<file path="src/rtl/dsp_pkg.sv">
// ---------------------------------------------------------------------------
// dsp_pkg
//   Shared constants and types for the DSP sample-steering blocks.
//   N_LANES    : number of output lanes of the word distributor
//   W_DEF      : default sample width in bits
//   state_e    : frame FSM states (FILL = collecting samples, HOLD = frame
//                presented downstream, waiting for acknowledge)
//   LANES_FULL : lane-valid pattern that marks a complete frame
// ---------------------------------------------------------------------------
package dsp_pkg;

  localparam int N_LANES = 8;
  localparam int W_DEF   = 16;

  typedef enum logic {
    FILL = 1'b0,
    HOLD = 1'b1
  } state_e;

  localparam logic [N_LANES-1:0] LANES_FULL = 8'hFF;

endpackage : dsp_pkg

</file>
<file path="src/rtl/dmux_lane_16.sv">
// ---------------------------------------------------------------------------
// dmux_lane_16
//   One output lane of the word distributor: a W-bit register that loads d
//   when we is high and otherwise holds its value.
//   clk   : clock, rising edge
//   rst_n : asynchronous active-low reset, clears the lane to 0
//   we    : write enable
//   d     : sample to load
//   q     : registered lane value
// ---------------------------------------------------------------------------
module dmux_lane_16 #(
  parameter int W = 16
) (
  input  logic         clk,
  input  logic         rst_n,
  input  logic         we,
  input  logic [W-1:0] d,
  output logic [W-1:0] q
);

  logic [W-1:0] q_d;
  logic [W-1:0] q_q;

  always_comb begin
    q_d = q_q;
    if (we) q_d = d;
  end

  // NOTE: lane data is a handful of plain registers, not a RAM, so it takes
  // the async reset like any other flop and reads as zero out of reset.
  always_ff @(posedge clk or negedge rst_n) begin
    if (!rst_n) q_q <= '0;
    else        q_q <= q_d;
  end

  assign q = q_q;

endmodule : dmux_lane_16

</file>
<file path="src/rtl/dmux_16_8w.sv">
// ---------------------------------------------------------------------------
// dmux_16_8w
//   1-to-8 word distributor. Samples accepted on a valid/ready input are
//   steered into one of eight registered lanes, chosen either by s or by an
//   internal auto-incrementing pointer. Once all eight lanes hold a sample of
//   the current frame the block stops accepting, raises frame_vld and holds
//   the frame until o_ready. clr flushes the frame in progress.
//   clk, rst_n      : clock (rising edge), async active-low reset
//   i, i_valid      : input sample and its valid
//   i_ready         : high when a sample can be accepted this cycle
//   s, auto_en      : lane select (0 -> o1) and pointer-mode enable
//   clr             : synchronous frame flush, beats priority and o_ready
//   o1..o8          : registered lane outputs
//   lane_vld        : bit k set when o(k+1) holds a sample of this frame
//   frame_vld       : all lanes filled, frame stable
//   o_ready         : downstream takes the frame (only looked at in HOLD)
// ---------------------------------------------------------------------------
module dmux_16_8w
  import dsp_pkg::*;
#(
  parameter int W = W_DEF
) (
  input  logic               clk,
  input  logic               rst_n,
  input  logic [W-1:0]       i,
  input  logic               i_valid,
  output logic               i_ready,
  input  logic [2:0]         s,
  input  logic               auto_en,
  input  logic               clr,
  output logic [W-1:0]       o1,
  output logic [W-1:0]       o2,
  output logic [W-1:0]       o3,
  output logic [W-1:0]       o4,
  output logic [W-1:0]       o5,
  output logic [W-1:0]       o6,
  output logic [W-1:0]       o7,
  output logic [W-1:0]       o8,
  output logic [N_LANES-1:0] lane_vld,
  output logic               frame_vld,
  input  logic               o_ready
);

  state_e             state_d,    state_q;
  logic [2:0]         ptr_d,      ptr_q;
  logic [N_LANES-1:0] lane_vld_d, lane_vld_q;

  logic               accept;
  logic [2:0]         lane_sel;
  logic [N_LANES-1:0] lane_we;
  logic [W-1:0]       lane_q [N_LANES];

  // Gated with rst_n so the source never sees ready while reset is held.
  assign i_ready  = rst_n & (state_q == FILL);
  // clr drops any same-cycle beat, so it never reaches a lane register.
  assign accept   = i_valid & i_ready & ~clr;
  assign lane_sel = auto_en ? ptr_q : s;
  assign lane_we  = accept ? (N_LANES'(1) << lane_sel) : '0;

  // NOTE: every signal driven here gets a default first, so no path through
  // the branches can leave it unassigned and infer a latch.
  always_comb begin
    state_d    = state_q;
    ptr_d      = ptr_q;
    lane_vld_d = lane_vld_q;

    if (clr) begin
      state_d    = FILL;
      ptr_d      = '0;
      lane_vld_d = '0;
    end else begin
      unique case (state_q)
        FILL: begin
          if (accept) begin
            // Rewriting an already-valid lane leaves its bit as it was.
            lane_vld_d = lane_vld_q | lane_we;
            if (auto_en) ptr_d = ptr_q + 3'd1;
            if (lane_vld_d == LANES_FULL) state_d = HOLD;
          end
        end
        HOLD: begin
          if (o_ready) begin
            state_d    = FILL;
            ptr_d      = '0;
            lane_vld_d = '0;
          end
        end
        default: state_d = FILL;
      endcase
    end
  end

  // NOTE: state flops use non-blocking assignments so every flop samples the
  // pre-edge values, independent of the order the simulator runs blocks in.
  always_ff @(posedge clk or negedge rst_n) begin
    if (!rst_n) begin
      state_q    <= FILL;
      ptr_q      <= '0;
      lane_vld_q <= '0;
    end else begin
      state_q    <= state_d;
      ptr_q      <= ptr_d;
      lane_vld_q <= lane_vld_d;
    end
  end

  for (genvar k = 0; k < N_LANES; k++) begin : g_lane
    dmux_lane_16 #(.W(W)) u_lane (
      .clk   (clk),
      .rst_n (rst_n),
      .we    (lane_we[k]),
      .d     (i),
      .q     (lane_q[k])
    );
  end

  assign o1 = lane_q[0];
  assign o2 = lane_q[1];
  assign o3 = lane_q[2];
  assign o4 = lane_q[3];
  assign o5 = lane_q[4];
  assign o6 = lane_q[5];
  assign o7 = lane_q[6];
  assign o8 = lane_q[7];

  assign lane_vld  = lane_vld_q;
  assign frame_vld = (state_q == HOLD);

endmodule : dmux_16_8w

</file>
<file path="config.mk">
export PLATFORM = sky130hd
export DESIGN_NAME = dmux_16_8w
export DESIGN_NICKNAME = d
export VERILOG_FILES = /design/src/rtl/dsp_pkg.sv /design/src/rtl/dmux_lane_16.sv /design/src/rtl/dmux_16_8w.sv
export SDC_FILE = /design/constraint.sdc
export NUM_CORES = 1
export LEC_CHECK = 0
export CORE_MARGIN = 2
export CORE_UTILIZATION = 51
export CTS_CLUSTER_SIZE = 40
export DETAILED_ROUTE_END_ITERATION = 10
export PLACE_DENSITY = 0.85
export SYNTH_ARGS = -nofsm -noshare
export SYNTH_HDL_FRONTEND = slang
export SYNTH_SLANG_ARGS = --single-unit
</file>
<file path="constraint.sdc">
create_clock -name clk -period 4 [get_ports clk]
set_input_delay 0.4 -clock clk [delete_from_list [all_inputs] [get_ports clk]]
set_output_delay 0.4 -clock clk [all_outputs]
set_load 0.01 [all_outputs]
</file>
==> results.cfg <==
[global_route]
grt_pass1_vias = 3924
grt_max_degree = 75
grt-ovfl-total = 0
grt_pass1_wl_um = 21900
grtUsageTotal_pct = 25.1
antenna_found_initial = 0

[synthesis]
yosys_most_used_dff = dfrtp_1
netlist_instances = 352
synth.net_count = 378
synth_cell_type_count = 39
syn_area_per_cell_um2 = 16.0
synthTopCellsByArea = dfrtp_1, mux2_2, mux2_4, o211ai_4, buf_6
synth_edf_count = 0
synth.cell_area_um2 = 5640
yosysMostFrequentCell = dfrtp_1
synth_top_cell_by_area = dfrtp_1
synth_commonest_cells = dfrtp_1, mux2_2, nand2_1
async_reset_ff_share_pct = 100
ys_seq_area_share_pct = 62.1
synth_top_area_share_pct = 62.1
ys_ff_latch = 140
yosys_warnings = 0

[critical_path]
cp-startpoint = rst_n
crit_fanout = 69
max_stage_delay_ps = 860
rr_endpoint = g_lane[7].u_lane.q[1]$_DFFE_PN0P_
crit_path_start_kind = input port
crit_end = g_lane[7].u_lane.q[1]$_DFFE_PN0P_
cp_slowest_cell = nor3_4
cp.arrival_ps = 3240
r2r_start = frame_vld$_DFF_PN0_
reg2reg_depth = 4
worstSetupPathType = input port to flip-flop
critPathCaptureType = flip-flop
cp_cell_sequence = dlygate4sd3_1, buf_6, and2b_1, nand3b_1, nor3_4, mux2_2
crit_required_ps = 4390
r2r_setup_slack_ps = 1640

[sta]
timing.final.crit_share_pct = 71.3
period_minus_slack_ps = 2850
worst_slew_pin_slew_ps = 1150
setup-tns-final_ps = 0
rsz0062_at_grt = false
slew_headroom_pct = 23.6
slew_viol_final = 0
finalHoldViolCount = 0
fmax_mhz = 351
finClkSkew_ps = 7.57
setup_viol = 0

[clocking]
post_cts_buffers = 0
cts_max_level = 4
cts_tree = built
clockBufferDepth = 2
cts.sinks = 140
clkSlewWorstSetupHoldPaths_ps = 60
cts_resized = 0
clk_latency_ps = 520
cts-root-buf = clkbuf_8
numCtsBuffers = 17

[route]
drtPass1Iterations = 4
wl_um = 14100
wire_per_inst_um = 20.9
vias_per_cell = 5.43
drt_iter0_drc = 191
drc = 0
ant_nets = 0
vias = 3675

[place]
port_buffers = 162
dp_hpwl_um = 9430
place.gp.congestion = 0.895
postPlaceCellArea_um2 = 7360

[floorplanning]
start_util_pct = 52.3
core_um2 = 10800
io_pins = 163
num_rows = 38
fp.dieW_um = 109
dieArea_um2 = 11900
die_h_um = 109

[finish]
fin_nets = 552
fillers = 714
multi_input_area_um2 = 2020
register_area_um2 = 3500
diodes = 0
fin_area_um2 = 7900
syn_to_final_growth_pct = 40.0
fin_util_pct = 73.2
drive_gt1_share_pct = 31.3

[run_status]
status = complete, no violations

[worst_hold_path]
hp-class = input port to async pin

[pwr]
total_power_mw = 4.15
max-vdd-ir-drop_mv = 0.332
p_leak_nw = 3.61
cellPowerDensity_nw_per_um2 = 525

[job]
maxCapViolCount = 0
## cell families (layout without fill, tap and decap cells)
| family | count (synthesis) | count (layout) | synth area share, % |
|---|---|---|---|
| muxes | 130 | 130 | 26.8 |
| DFF | 140 | 140 | 62.1 |
| xor gates and xnor gates | 2 | 2 | 0.311 |
| adders and majority gates | 1 | 1 | 0.222 |
| and+or+nand+nor | 41 | 41 | 4.75 |
| buffers and inverters | 15 | 200 | 2.11 |
| AOI/OAI and AO/OA | 23 | 23 | 3.75 |
## per-stage QoR
step	cells	setup slack, ps	hold slack, ps
after detailed placement	646	975	439
after CTS	677	1070	478
after global routing	677	949	510
final	677	1150	448
after global placement	646	1040	429
after floorplan	352	2070	104
## flip-flops by register name, summed over array words and instances (netlist names)
| register | flops |
|---|---|
| lane_vld | 8 |
| ptr_q | 3 |
| g_lane.u_lane.q | 128 |
| frame_vld | 1 |
## cell usage in the layout, fill, tap and decap left out, types with 2 or more instances in the layout
master           count
clkinv_2             3
clkdlybuf4s50_1    161
mux2_4               9
nand3b_1             2
nor3b_2              3
o211ai_4             4
mux2_2             115
nor2_1               3
and3b_1              3
o21ai_0              6
nand3_1              2
clkinvlp_4           3
buf_4                3
clkbuf_16           16
a21oi_1              2
a21o_1               2
clkbuf_8             3
mux2_1               5
nand2_1             15
clkbuf_1             4
inv_1                4
o211ai_1             2
xnor2_1              2
o21ai_2              2
dfrtp_1            140
a21boi_0             2
## layout make-up
| cell class | instances | area share (%) |
|---|---|---|
| clock buffers | 23 | 5.78 |
| clock inverters | 7 | 0.856 |
| inverters | 4 | 0.190 |
| multi-input cells | 197 | 25.6 |
| flip-flops and latches | 140 | 44.4 |
| well taps | 140 | 2.22 |
| repair buffers | 166 | 21.0 |
## worst max-delay path, delay by kind of cell
family	cells	cell delay [ps]
AND/OR/NAND/NOR	3	1360
buffers and inverters	2	1040
multiplexers	1	420
## how the worst min path moves through the flow
stage	startpoint	to	slack [ps]
global route	rst_n	ptr_q[0]$_DFFE_PN0P_	510
floorplan	rst_n	frame_vld$_DFF_PN0_	100
detailed placement	rst_n	ptr_q[0]$_DFFE_PN0P_	440
CTS	rst_n	ptr_q[0]$_DFFE_PN0P_	480
global placement	rst_n	ptr_q[0]$_DFFE_PN0P_	430
finish	rst_n	ptr_q[0]$_DFFE_PN0P_	450
## where the power goes
group | leakage [nW] | internal [mW] | switching [mW] | total [mW]
combinational | 1.52 | 0.593 | 0.377 | 0.970
clock | 0.250 | 0.846 | 0.554 | 1.40
sequential | 1.83 | 1.65 | 0.129 | 1.78
total | 3.61 | 3.09 | 1.06 | 4.15
## repair_timing
item | CTS | global route
endpoints found under the hold margin | 66 | 0
endpoints found under the setup margin | 0 | 0
hold buffers | 1 | 0
## metal layers
layer | part of all wire, % | vias to the layer above | track usage, %
li1 | - | 1621 | -
met1 | 40 | 1909 | 31.6
met2 | 51 | 114 | 40.2
met3 | 5.6 | 31 | 8.31
met4 | 3.5 | 0 | 10.3
met5 | 0 | - | 0
No activity file was read; power rests on OpenSTA's default activity.
